$ cat src/rtl/key_pkg.sv
// Shared definitions for the key debouncer: per-channel FSM states and the default
// debounce interval.
package key_pkg;

  typedef enum logic [1:0] {
    UP     = 2'd0,
    ARM_DN = 2'd1,
    DOWN   = 2'd2,
    ARM_UP = 2'd3
  } key_state_t;

  // 10 ms at 50 MHz
  localparam int unsigned DB_CYCLES_DEFAULT = 500000;

  // The debounced level is high in the settled-pressed state and while a release is being qualified
  function automatic logic is_level(input key_state_t st);
    return (st == DOWN) || (st == ARM_UP);
  endfunction

endpackage

$ cat src/rtl/key_debounce_ch.sv
// One debounce channel: 2-flop synchronizer, qualification counter, 4-state FSM
// and registered level/press/release outputs.
module key_debounce_ch
  import key_pkg::*;
#(
  parameter int unsigned DB_CYCLES = DB_CYCLES_DEFAULT
) (
  input  logic clk,
  input  logic rst,
  input  logic key_raw,
  output logic level,
  output logic press,
  output logic rel
);

  localparam int unsigned CW = (DB_CYCLES > 2) ? $clog2(DB_CYCLES) : 1;
  // The entry sample counts as the first one, so the last sample arrives at count DB_CYCLES-2
  localparam logic [CW-1:0] LAST = CW'(DB_CYCLES - 2);

  logic [1:0]    sync;
  logic          s;
  logic [CW-1:0] cnt;
  key_state_t    state;

  assign s = ~sync[1];

  always_ff @(posedge clk) begin
    if (rst) begin
      sync  <= '1;
      state <= UP;
      cnt   <= '0;
      level <= 1'b0;
      press <= 1'b0;
      rel   <= 1'b0;
    end else begin
      sync  <= {sync[0], key_raw};
      level <= is_level(state);
      press <= is_level(state) & ~level;
      rel   <= ~is_level(state) & level;

      case (state)
        UP: begin
          if (s) begin
            state <= ARM_DN;
            cnt   <= '0;
          end
        end
        ARM_DN: begin
          if (!s) begin
            state <= UP;
          end else if (cnt == LAST) begin
            state <= DOWN;
          end else if (cnt != '1) begin
            cnt <= cnt + 1'b1;
          end
        end
        DOWN: begin
          if (!s) begin
            state <= ARM_UP;
            cnt   <= '0;
          end
        end
        ARM_UP: begin
          if (s) begin
            state <= DOWN;
          end else if (cnt == LAST) begin
            state <= UP;
          end else if (cnt != '1) begin
            cnt <= cnt + 1'b1;
          end
        end
        default: begin
          state <= UP;
          cnt   <= '0;
        end
      endcase
    end
  end

endmodule

$ cat src/rtl/key_debounce.sv
// Multi-channel push-button debouncer: active-low raw keys in, active-high
// debounced level plus single-cycle press/release pulses out.
module key_debounce
  import key_pkg::*;
#(
  parameter int unsigned N_KEYS    = 2,
  parameter int unsigned DB_CYCLES = DB_CYCLES_DEFAULT
) (
  input  logic              clk,
  input  logic              rst,
  input  logic [N_KEYS-1:0] KEY,
  output logic [N_KEYS-1:0] key_level,
  output logic [N_KEYS-1:0] key_press,
  output logic [N_KEYS-1:0] key_release
);

  for (genvar i = 0; i < N_KEYS; i++) begin : g_ch
    key_debounce_ch #(
      .DB_CYCLES(DB_CYCLES)
    ) u_ch (
      .clk    (clk),
      .rst    (rst),
      .key_raw(KEY[i]),
      .level  (key_level[i]),
      .press  (key_press[i]),
      .rel    (key_release[i])
    );
  end

endmodule

$ cat config.mk
export PLATFORM = sky130hd
export DESIGN_NAME = key_debounce
export DESIGN_NICKNAME = d
export VERILOG_FILES = /design/src/rtl/key_pkg.sv /design/src/rtl/key_debounce_ch.sv /design/src/rtl/key_debounce.sv
export SDC_FILE = /design/constraint.sdc
export NUM_CORES = 1
export LEC_CHECK = 0
export CAP_MARGIN = 20
export CORE_UTILIZATION = 60
export DETAILED_ROUTE_END_ITERATION = 8
export DONT_BUFFER_PORTS = 1
export GPL_TIMING_DRIVEN = 0
export PLACE_DENSITY = 0.72
export SKIP_CTS_REPAIR_TIMING = 1
export SLEW_MARGIN = 25
export SYNTH_ARGS = -nofsm -noshare
export SYNTH_HDL_FRONTEND = slang
export SYNTH_SLANG_ARGS = --single-unit
$ cat constraint.sdc
create_clock -name clk -period 2.4 [get_ports clk]
set_input_delay 0.12 -clock clk [delete_from_list [all_inputs] [get_ports clk]]
set_output_delay 0.12 -clock clk [all_outputs]
set_load 0.02 [all_outputs]
Yosys cells after proc, flatten, opt, wreduce, memory -nomap -nowiden
Index checks and enable logic that the tools add are counted.
- flip-flop bits (word level): 52
- input bits: 4
- word-level logic and storage cells: 80
- add/sub/neg operators: 2
- eq/ne operators: 22
- muxes and demuxes: 28
- bitwise gates (word level): 8
- reduce and logical (&&, ||, !) cells: 8
- operator list (kind ; number):
    $mux 19 ; 12
    $pmux 19 s4 ; 2
    $add 19x1->19 const B ; 2
    $eq 19x19->1 const B ; 2
    $ne 19x19->1 const B ; 2
    $mux 2 ; 12
    $pmux 2 s4 ; 2
    $reduce_and 4->1 ; 4
    $eq 2x2->1 const B ; 4
    $ne 2x1->1 const B ; 4
    $ne 2x2->1 const B ; 4
    $ne 3x1->1 const B ; 2
    $ne 3x3->1 const B ; 2
    $and 1x1->1 ; 4
    $eq 2x1->1 const B ; 2
    $logic_not 2->1 ; 2
    $not 1->1 ; 4
    $logic_or 1x1->1 ; 2

Depth between registers and ports, before layout
Gate-level depths: netlist of the first run.
- word-level depth: 5
- gate-level depth with buffers: 8
- depth with buffers taken out: 6

Modules after synthesis
A second synthesis of the first run with hierarchy kept.
- cell total of the unflattened synthesis: 318
- area total of the unflattened synthesis: 2758.9 sq um
- modules (own cells, without submodules) (module ; instances ; cells an instance ; area each (sq um) ; seq. area each (sq um)):
    key_debounce_ch (g_ch[1].u_ch) ; 1 ; 163 ; 1387.6 ; 520.5
    key_debounce_ch (g_ch[0].u_ch) ; 1 ; 155 ; 1371.3 ; 520.5

Worst setup path before layout of the first run
OpenSTA, ideal clock, no wires.
- path type: reg2reg
- start point: reg g_ch[1].u_ch.cnt[1]
- end point: reg g_ch[1].u_ch.cnt[0]
- library setup time: 71 ps
- arrival: 1834 ps
- data required time: 2329 ps
- path slack: 494 ps
- stages on the path, launching flop included: 9
- path buffers: 2
- cell sequence: dfxtp_1 > ha_1 > nand4_1 > or3_1 > nor2_1 > clkbuf_1 > buf_2 > o21ai_0 > a21oi_1
- word-level cells in the longest chain between the ends: 5
- RTL lines (what ; line ; text):
    from (decl) ; key_debounce_ch.sv:22 ; logic [CW-1:0] cnt;
    from (signal assigned) ; key_debounce_ch.sv:54 ; cnt <= cnt + 1'b1;
    from (signal assigned) ; key_debounce_ch.sv:69 ; cnt <= cnt + 1'b1;
    $ne 19x19->1 ; key_debounce_ch.sv:53, key_debounce_ch.sv:68 ;
    $mux 19 ; - ;
    $mux 19 * ; - ;
    $mux 19 (on tied branches) ; - ;
    $pmux 19 s4 * ; - ;
Mark *: on every way between the ends. The rest lies on a longest branch, timed or not. The select of a mux whose other input is x is not followed.
A chain may end at the register's enable or synchronous reset.

Worst setup path in the final report of the first run
- start point: reg g_ch[0].u_ch.cnt[8]
- end point: reg g_ch[0].u_ch.cnt[6]
- word-level cells in the longest chain between the ends: 5
- RTL lines (what ; line):
    from (decl) ; key_debounce_ch.sv:22
    from (signal assigned) ; key_debounce_ch.sv:54
    from (signal assigned) ; key_debounce_ch.sv:69
    $ne 19x19->1 ; key_debounce_ch.sv:53, key_debounce_ch.sv:68
    $mux 19 ; -
    $mux 19 * ; -
    $mux 19 (on tied branches) ; -
    $pmux 19 s4 * ; -
Marks and branches as above.

==> impl_metrics.csv, run 1 <==
group,metric,value,unit
synth,synth-edff-count,0,
sta,finalSetupViolCount,0,
global_route,antenna_found_initial,0,
worst_setup_path,crit_path_start_kind,"flip-flop",
synth,yosys_most_used_dff,"dfxtp_1",
power,ir_worst_vdd,0.375,mV
worst_hold_path,holdCritPathClass,"primary input to flip-flop",
worst_setup_path,critical_path.cell_chain,"or4b_4 -> o41ai_4 -> buf_6 -> buf_12 -> o31ai_1 -> a21oi_2",
floorplan,die_h,68.9,um
sta,fmax,437,MHz
global_route,track_usage,0.269,
routing,wl_per_cell,15.9,um
synth,synth_top_area_share,0.388,
place,io_buffers,0,
sta,grt_setup_unrepaired,"no",
final_layout,fin_util,0.698,
final_layout,nFillCells,356,
sta,relSlewSlack,0.521,
synth,synth_area,2690,um^2
job,drv_cap,0,
clock_network,clk_latency,0.31,ns
worst_setup_path,cp_slowest_cell,"o41ai_4",
synth,yosys_warnings,0,
final_layout,multiInputGateArea,1500,um^2
floorplan,die_x,68.9,um
global_route,grt_pass1_vias,2142,
clock_network,cts_buffer_depth,2,
routing,viasPerCell,6.35,
synth,ys_ff_latch,52,
final_layout,nets,327,
synth,synth_cell_types,47,
global_route,grt_max_degree,18,
synth,synth_area_leaders,"dfxtp_1 39%, o31ai_1 4.8%, a21oi_1 3.7%",
power,p_per_area,535,nW/um^2
final_layout,area_delta_synth_final,7.68,%
floorplan,ios,10,
sta,slew_violations,0,
worst_setup_path,slowest_delay,0.64,ns
sta,tightest_slew,0.712,ns
synth,syn-instance-count,310,
routing,wirelength,5.88,mm
synth,synth_nets,318,
clock_network,cts_tree,"yes",
clock_network,clock_sink_count,52,
floorplan,core_area,4140,um^2
synth,async_reset_ff_frac,0,
global_route,grt_pass1_wl,9.43,mm
clock_network,cts_root_buffer,"clkbuf_8",
worst_setup_path,cp-end-kind,"flip-flop",
floorplan,num_rows,23,
clock_network,numCtsBuffers,5,
sta,tns,0,ns
routing,drt_iter0_markers,101,
clock_network,h-tree-depth,2,
place,gp_congestion,0.907,
worst_setup_path,path_class,"flip-flop to flip-flop",
final_layout,n_antenna_cell,0,
final_layout,regArea,1040,um^2
final_layout,layout-drive-gt1-share,0.188,
routing,dr.pass1.iters,4,
global_route,grt-ovfl-total,0,
floorplan,dieArea,4750,um^2
floorplan,start_util,0.648,
synth,avgSynthCellArea,8.67,um^2
synth,yosysSeqAreaShare,0.388,
routing,remaining_drc_errors,0,
clock_network,cts.clk_slew.worst_paths,0.09,ns
routing,postRouteAntennaNets,0,
sta,hold_viol,0,
sta,period_minus_slack,2.29,ns
worst_setup_path,critPathRequiredTime,2.64,ns
routing,via_count,2348,
power,p_leak,0.890,nW
sta,finClkSkew,0.0111,ns
worst_setup_path,cp_max_fo,10,
status,outcome,"complete, no violations",
synth,synth_top_area_cell,"dfxtp_1",
place,hpwl,4.23,mm
worst_setup_path,crit_arrival,2.53,ns
sta,finalCritPeriodShare,0.953,
[stage by stage]
stage	worst slack, ns	hold slack (ns)	cell area, um^2	std cells	power [mW]
floorplan	0.494	0.224	2690	310	0.932
global placement	0.119	0.225	2750	360	0.947
detailed placement	0.0887	0.227	2750	360	0.947
CTS	0.00276	-0.0954	2860	368	1.55
global route	0.00994	0.226	2890	370	1.60
finish	0.112	0.210	2890	370	1.55
[layout make-up]
cell class / instances / share of cell area
clock buffers: 5 / 0.0238
multi-input cells: 232 / 0.517
plain buffers: 19 / 0.0454
well taps: 50 / 0.0216
repair buffers: 2 / 0.00692
inverters: 7 / 0.00908
flip-flops and latches: 52 / 0.360
clock inverters: 3 / 0.0160
[kinds of logic after synthesis]
kind of cell,Yosys count,synth area share
simple gates,146,0.307
compound gates,70,0.187
flops,52,0.388
buf+inv,26,0.0582
xor+xnor,8,0.0261
mux,4,0.0149
fa+ha+maj,4,0.0186
[registers in the layout, summed over array words and instances, names as in the netlist, named ones only]
name and cells:
g_ch.u_ch.press 2, g_ch.u_ch.sync 4, g_ch.u_ch.level 2, g_ch.u_ch.cnt 38, g_ch.u_ch.rel 2, g_ch.u_ch.state 2
[power breakdown]
part,leakage [nW],switching [mW],internal [mW]
sequential,0.420,0.00320,0.866
combinational,0.415,0.0403,0.0204
clock,0.0548,0.304,0.314
[metal layers]
metal / wire length [um] / vias up / GRT usage
met5: 0 / - / 0
li1: - / 1182 / -
met4: 106 / 0 / 0.0918
met1: 2550 / 1094 / 0.296
met2: 3000 / 59 / 0.505
met3: 225 / 13 / 0.0543
[cells in the final DEF, fill, tap and decap left out, types with 2 or more instances in the layout]
cell,instances
dfxtp_1,52
nand2_1,26
nor2_1,24
a21oi_1,20
nand3_1,16
o31ai_1,16
nand4_1,12
or4_1,9
or4_2,9
a21oi_2,9
buf_4,8
inv_1,7
or2_2,7
o21ai_0,7
and3_1,6
xnor2_1,6
or3_1,6
nor4_1,6
nor3_1,6
clkbuf_8,5
nor4b_1,4
clkbuf_1,4
buf_2,4
mux2i_1,4
nor2b_1,4
nor3b_1,3
ha_1,3
xor2_1,2
o21a_1,2
and4_1,2
and2_1,2
a31o_2,2
o21ai_1,2
or3_2,2
o21ai_2,2
dlygate4sd3_1,2
[final timing paths]
| kind | start | to | slack, ns | cells after the start |
|---|---|---|---|---|
| setup reg to reg | g_ch[0].u_ch.cnt[8]$_SDFFE_PP0P_ | g_ch[0].u_ch.cnt[6]$_SDFFE_PP0P_ | 0.11 | 6 |
| hold / removal | rst | g_ch[0].u_ch.level$_SDFF_PP0_ | 0.21 | 2 |
| setup / recovery | g_ch[0].u_ch.cnt[8]$_SDFFE_PP0P_ | g_ch[0].u_ch.cnt[6]$_SDFFE_PP0P_ | 0.11 | 6 |
| hold reg to reg | g_ch[0].u_ch.sync[0]$_SDFF_PP1_ | g_ch[0].u_ch.sync[1]$_SDFF_PP1_ | 0.42 | 1 |
[Yosys cell counts (all sizes together) (3+ instances only)]
| cell type | n |
|---|---|
| dfxtp | 52 |
| a21oi | 29 |
| nand2 | 26 |
| nor2 | 24 |
| or4 | 18 |
| o31ai | 17 |
| nand3 | 16 |
| buf | 14 |
| nand4 | 12 |
| o21ai | 11 |
| or3 | 8 |
| inv | 7 |
| or2 | 7 |
| and3 | 6 |
| nor3 | 6 |
| nor4 | 6 |
| xnor2 | 6 |
| clkbuf | 5 |
| ha | 4 |
| mux2i | 4 |
| nor2b | 4 |
| nor4b | 4 |
| nor3b | 3 |
[worst max-delay path, delay by kind of cell, from the launching register on]
| family | cells | cell delay [ns] |
|---|---|---|
| AO/OA/AOI/OAI | 3 | 0.87 |
| AND/OR/NAND/NOR | 1 | 0.54 |
| buffers and inverters | 2 | 0.38 |
| flip-flops | 1 | 0.45 |
Power figures use the tool's default switching activity.
==> inputs of run 2 (changes only) <==
Settings changed: MAX_ROUTING_LAYER from default to met4, SYNTH_HIERARCHICAL from default to 1.
==> run 2 against run 1 <==
  * Hold slack worse by 0.18 ns
  * Sequential share of layout area is 0.93 points lower
  * Largest power group unchanged
  * Critical path depth up 1
  * Critical endpoint is now g_ch[0].u_ch/cnt[3]$_SDFFE_PP0P_
  * Sequential cell count did not move
  * Core utilization decreased by 2.1 points
  * Register-to-register slack better by 0.07 ns
  * Highest routed layer unchanged
  * Maximum frequency rose by 3.2%
==> impl_metrics.csv, run 2 <==
group,metric,value,unit
status,outcome,"complete, no violations",
clock_network,cts_root_buffer,"clkbuf_8",
worst_hold_path,min_from,"rst",
sta,relSlewSlack,0.511,
clock_network,clock_sink_count,52,
synth,synth_top_area_share,0.377,
final_layout,nets,336,
synth,avgSynthCellArea,8.68,um^2
synth,yosys.area_share.adder,0.0181,
sta,tns,0,ns
synth,synth_nets,326,
final_layout,layout-drive-gt1-share,0.119,
place,io_buffers,0,
synth,synthSimpleGateAreaFrac,0.326,
sta,grt_setup_unrepaired,"no",
global_route,grt-ovfl-total,0,
sta,finalCritPeriodShare,0.924,
synth,synth_area_leaders,"dfxtp_1 38%, nand3_1 4.4%, and3_1 4.3%",
synth,synth_cell_types,59,
clock_network,cts.clk_slew.worst_paths,0.09,ns
worst_setup_path,reg2reg_from,"g_ch[0].u_ch/cnt[0]$_SDFFE_PP0P_",
worst_setup_path,crit_path_start_kind,"flip-flop",
floorplan,die_x,69.8,um
worst_setup_path,crit_arrival,2.42,ns
routing,wirelength,6.50,mm
clock_network,cts_tree,"yes",
routing,postRouteAntennaNets,0,
synth,yosys.area_share.xor_xnor,0.0122,
sta,hold_viol,0,
synth,synth_top_area_cell,"dfxtp_1",
routing,wl_per_cell,17.1,um
synth,synth_area,2760,um^2
sta,period_minus_slack,2.22,ns
clock_network,numCtsBuffers,5,
floorplan,core_area,4380,um^2
synth,synth_compound_area_frac,0.210,
worst_setup_path,slowest_delay,0.47,ns
synth,yosys_warnings,6,
final_layout,final_common_cell,"dfxtp_1",
final_layout,n_antenna_cell,0,
worst_setup_path,cp-end-kind,"flip-flop",
sta,tightest_slew,0.731,ns
worst_hold_path,holdCritPathClass,"primary input to flip-flop",
worst_setup_path,critical_path.cell_chain,"ha_1 -> and4_1 -> nand4_2 -> a21oi_4 -> buf_4 -> o311ai_0 -> o31ai_1",
worst_setup_path,reg2reg_depth,7,
clock_network,clk_latency,0.30,ns
worst_setup_path,cp_max_fo,10,
routing,via_count,2556,
worst_setup_path,reg2reg_to,"g_ch[0].u_ch/cnt[3]$_SDFFE_PP0P_",
place,place_area,2820,um^2
global_route,track_usage,0.277,
sta,finalSetupViolCount,0,
synth,async_reset_ff_frac,0,
synth,synth_common_cells,"52 x dfxtp_1, 24 x nand3_1, 21 x nand2_1, 19 x and3_1, 17 x nor2_1",
final_layout,largest_reg_flops,38,
global_route,grt_pass1_vias,2336,
synth,syn-instance-count,318,
routing,dr.pass1.iters,4,
final_layout,reg_top3,"g_ch.u_ch/cnt: 38 flops, g_ch.u_ch/sync: 4 flops",
final_layout,top_register,"g_ch.u_ch/cnt",
worst_hold_path,min_delay_worst_endpoint,"g_ch[0].u_ch/cnt[15]$_SDFFE_PP0P_",
final_layout,regArea,1040,um^2
routing,viasPerCell,6.71,
final_layout,final_cell_mix,"52 x dfxtp_1, 24 x nand3_1, 21 x nand2_1",
synth,synth_top_family_by_area,"simple AND/OR/NAND/NOR gates",
final_layout,multiInputGateArea,1590,um^2
synth,yosys_most_used_dff,"dfxtp_1",
worst_setup_path,path_class,"flip-flop to flip-flop",
synth,synth_most_common_cell,"dfxtp_1",
power,p_per_area,509,nW/um^2
worst_hold_path,hold_depth,3,
final_layout,final_cell_area,2970,um^2
sta,slew_violations,0,
sta,fmax,451,MHz
final_layout,fin_util,0.677,
job,drv_cap,0,
worst_setup_path,critPathRequiredTime,2.60,ns
synth,ys_ff_latch,52,
place,gp_congestion,0.899,
power,ir_worst_vdd,0.371,mV
routing,remaining_drc_errors,0,
final_layout,area_delta_synth_final,7.62,%
global_route,antenna_found_initial,0,
floorplan,ios,10,
global_route,grt_pass1_wl,10.8,mm
floorplan,dieArea,4870,um^2
floorplan,start_util,0.629,
place,hpwl,4.44,mm
sta,finClkSkew,0.00891,ns
power,p_leak,1.11,nW
synth,synth-edff-count,0,
global_route,grt_max_degree,16,
floorplan,num_rows,24,
floorplan,die_h,69.8,um
worst_setup_path,cp_slowest_cell,"dfxtp_1",
routing,drt_iter0_markers,228,
worst_setup_path,r2r_setup_slack,0.18,ns
clock_network,cts_buffer_depth,2,
clock_network,h-tree-depth,2,
final_layout,nFillCells,382,
synth,muxShareOfSynthArea,0.00771,
sta,fin_hold_ws,0.0255,ns
synth,yosysSeqAreaShare,0.377,
==> run 2: routing by layer <==
metal  part of all wire  GRT usage  vias to the layer above  wire length [um]
li1                   -          -                     1254                 -
met1               0.45      0.357                     1211              2960
met2               0.49      0.428                       79              3170
met3              0.040     0.0378                       12               260
met4              0.016      0.136                        0               107
met5                  0          -                        -                 0
==> run 2: critical path: cells and delay by family (launching register included) <==
| family | cells | cell delay, ns |
|---|---|---|
| adder cells (fa/ha/maj) | 1 | 0.26 |
| flip-flops | 1 | 0.47 |
| AND/OR/NAND/NOR | 2 | 0.57 |
| buffers and inverters | 1 | 0.23 |
| AO/OA/AOI/OAI | 3 | 0.58 |
==> run 2: stage by stage <==
step / std cells / worst slack (ns) / total power [mW]
3_5_place_dp: 370 / 0.215 / 0.944
3_3_place_gp: 370 / 0.218 / 0.944
4_1_cts: 378 / 0.180 / 1.53
2_1_floorplan: 318 / 0.551 / 0.927
6_report: 381 / 0.183 / 1.51
5_1_grt: 381 / 0.0662 / 1.57
==> run 2: area by class of cell <==
cell class                      count  area share
Clock buffer                        6      0.0244
Inverter                           10      0.0126
Tap cell                           52      0.0219
Clock inverter                      2      0.0118
Multi-Input combinational cell    239       0.536
Timing Repair Buffer                3      0.0101
Buffer                             17      0.0329
Sequential cell                    52       0.351
==> run 2: cells by family after synthesis <==
logic type	after synthesis
simple gates	152
compound gates	78
flops	52
buf+inv	27
fa+ha+maj	4
xor+xnor	3
mux	2
==> run 2: how the worst max path moves through the flow <==
stage / start / cells after the start / to / slack, ns
floorplan: g_ch[1].u_ch/cnt[0]$_SDFFE_PP0P_ / 7 / g_ch[1].u_ch/cnt[2]$_SDFFE_PP0P_ / 0.55
finish: g_ch[0].u_ch/cnt[0]$_SDFFE_PP0P_ / 7 / g_ch[0].u_ch/cnt[3]$_SDFFE_PP0P_ / 0.18
CTS: g_ch[0].u_ch/cnt[0]$_SDFFE_PP0P_ / 7 / g_ch[0].u_ch/cnt[3]$_SDFFE_PP0P_ / 0.18
global route: g_ch[0].u_ch/cnt[0]$_SDFFE_PP0P_ / 7 / g_ch[0].u_ch/cnt[14]$_SDFFE_PP0P_ / 0.07
detailed placement: g_ch[0].u_ch/cnt[0]$_SDFFE_PP0P_ / 7 / g_ch[0].u_ch/cnt[3]$_SDFFE_PP0P_ / 0.22
global placement: g_ch[0].u_ch/cnt[0]$_SDFFE_PP0P_ / 7 / g_ch[0].u_ch/cnt[3]$_SDFFE_PP0P_ / 0.22
==> run 2: where the power goes <==
group	leakage, nW	internal [mW]	switching, mW
Sequential	0.420	0.866	0.00252
Combinational	0.638	0.0182	0.0420
Clock	0.0552	0.310	0.274
Total	1.11	1.19	0.318
==> inputs of run 3 (changes only) <==
Clock period 2.4 ns to 2.51 ns, I/O delays scaled along.
==> run 3 against run 2 <==
  * Sequential cell count stayed put
  * Clock-buffer cell count stayed put
  * Clock skew hardly changed
  * Critical path type unchanged
  * Critical endpoint unchanged
==> impl_metrics.csv, run 3 (synthesized netlist as in run 2, its figures left out) <==
group,metric,value,unit
status,outcome,"complete, no violations",
floorplan,start_util,0.629,
place,gp_congestion,0.899,
final_layout,largest_reg_flops,38,
power,ir_worst_vdd,0.353,mV
worst_setup_path,cp-end-kind,"flip-flop",
final_layout,regArea,1040,um^2
final_layout,fin_util,0.676,
final_layout,nets,336,
sta,fmax,443,MHz
routing,viasPerCell,6.65,
job,drv_cap,0,
routing,remaining_drc_errors,0,
sta,finalSetupViolCount,0,
power,power.clock.fraction,0.386,
routing,drt_iter0_markers,266,
clock_network,h-tree-depth,2,
final_layout,final_cell_mix,"52 x dfxtp_1, 24 x nand3_1, 21 x nand2_1",
sta,slew_violations,0,
global_route,grt_max_degree,16,
routing,via_count,2535,
final_layout,final_common_cell,"dfxtp_1",
place,hpwl,4.44,mm
clock_network,cts_buffer_depth,2,
clock_network,clock_sink_count,52,
global_route,grt-ovfl-total,0,
power,p_per_area,488,nW/um^2
clock_network,clk_latency,0.30,ns
global_route,grt_pass1_vias,2336,
power,p_sw_frac,0.210,
floorplan,num_rows,24,
final_layout,top_register,"g_ch.u_ch/cnt",
sta,relSlewSlack,0.551,
clock_network,cts_root_buffer,"clkbuf_8",
worst_hold_path,min_from,"rst",
sta,period_minus_slack,2.26,ns
global_route,antenna_found_initial,0,
routing,wl_per_cell,17.0,um
power,p_switching,304,uW
final_layout,layout-drive-gt1-share,0.119,
worst_setup_path,reg2reg_from,"g_ch[0].u_ch/cnt[0]$_SDFFE_PP0P_",
place,io_buffers,0,
floorplan,core_area,4380,um^2
worst_setup_path,crit_path_start_kind,"flip-flop",
power,p_int,1.14,mW
final_layout,area_delta_synth_final,7.35,%
worst_hold_path,holdCritPathClass,"primary input to flip-flop",
floorplan,ios,10,
final_layout,reg_top3,"g_ch.u_ch/cnt: 38 flops, g_ch.u_ch/sync: 4 flops",
power,pwr-share-comb,0.040,
clock_network,cts.clk_slew.worst_paths,0.09,ns
sta,finalWorstSetupSlack,0.254,ns
power,power,1.45,mW
worst_hold_path,hold_depth,3,
place,preCtsSetupSlack,0.325,ns
worst_setup_path,reg2reg_depth,7,
worst_setup_path,path_class,"flip-flop to flip-flop",
sta,grt_setup_unrepaired,"no",
sta,finalCritPeriodShare,0.899,
power,p_leak,1.11,nW
worst_setup_path,reg2reg_to,"g_ch[0].u_ch/cnt[3]$_SDFFE_PP0P_",
global_route,track_usage,0.277,
floorplan,die_x,69.8,um
worst_setup_path,r2r_setup_slack,0.25,ns
global_route,grt_pass1_wl,10.8,mm
final_layout,nFillCells,386,
routing,postRouteAntennaNets,0,
routing,wirelength,6.46,mm
sta,tns,0,ns
floorplan,die_h,69.8,um
clock_network,numCtsBuffers,5,
sta,hold_viol,0,
final_layout,multiInputGateArea,1580,um^2
routing,dr.pass1.iters,7,
worst_setup_path,crit_arrival,2.46,ns
worst_hold_path,min_delay_worst_endpoint,"g_ch[0].u_ch/cnt[15]$_SDFFE_PP0P_",
sta,finClkSkew,0.00884,ns
sta,fin_hold_ws,0.0348,ns
clock_network,cts_tree,"yes",
worst_setup_path,critPathRequiredTime,2.72,ns
floorplan,dieArea,4870,um^2
power,seq_power_share,0.575,
sta,tightest_slew,0.672,ns
final_layout,n_antenna_cell,0,
worst_setup_path,cp_max_fo,10,
-- run 3: cell types whose count changed in the layout (fill, tap and decap cells not counted) --
cell | previous run | this run
a21oi_2 | 1 | 2
a21oi_4 | 1 | 0
-- run 3: how the worst max path moves through the flow --
stage	from	end	slack (ns)
2_1_floorplan	g_ch[1].u_ch/cnt[0]$_SDFFE_PP0P_	g_ch[1].u_ch/cnt[2]$_SDFFE_PP0P_	0.66
3_3_place_gp	g_ch[0].u_ch/cnt[0]$_SDFFE_PP0P_	g_ch[0].u_ch/cnt[3]$_SDFFE_PP0P_	0.33
3_5_place_dp	g_ch[0].u_ch/cnt[0]$_SDFFE_PP0P_	g_ch[0].u_ch/cnt[3]$_SDFFE_PP0P_	0.33
4_1_cts	g_ch[0].u_ch/cnt[0]$_SDFFE_PP0P_	g_ch[0].u_ch/cnt[3]$_SDFFE_PP0P_	0.29
5_1_grt	g_ch[0].u_ch/cnt[0]$_SDFFE_PP0P_	g_ch[0].u_ch/cnt[14]$_SDFFE_PP0P_	0.09
6_report	g_ch[0].u_ch/cnt[0]$_SDFFE_PP0P_	g_ch[0].u_ch/cnt[3]$_SDFFE_PP0P_	0.25
-- run 3: per-stage QoR --
step	instances	cell area, um^2
finish	381	2960
CTS	378	2930
global route	381	2960
global placement	370	2820
floorplan	318	2760
detailed placement	370	2820
-- run 3: worst max-delay path, cell delays in order (launching register included) --
cell and delay (ns):
dfxtp_1 0.46, ha_1 0.25, and4_1 0.35, nand4_2 0.20
a21oi_2 0.39, buf_4 0.26, o311ai_0 0.15, o31ai_1 0.11
-- run 3: final cells by class --
type                    count  area share
flip-flops and latches     52       0.352
clock buffers               6      0.0245
inverters                  10      0.0127
multi-input cells         239       0.534
repair buffers              3      0.0101
clock inverters             2      0.0118
plain buffers              17      0.0330
well taps                  52      0.0220
-- run 3: power groups by stage --
stage          combinational (mW)  clock (mW)  sequential [mW]
4_1_cts                    0.0525       0.583            0.831
2_1_floorplan              0.0371           0            0.850
5_1_grt                    0.0619       0.610            0.831
3_5_place_dp               0.0522           0            0.850
6_report                   0.0573       0.557            0.831
3_3_place_gp               0.0528           0            0.850
-- run 3: per-layer routing --
| layer | GRT usage | vias up | wire [um] |
|---|---|---|---|
| li1 | - | 1252 | - |
| met1 | 0.357 | 1185 | 2910 |
| met2 | 0.428 | 83 | 3150 |
| met3 | 0.0378 | 15 | 287 |
| met4 | 0.136 | 0 | 111 |
| met5 | - | - | 0 |
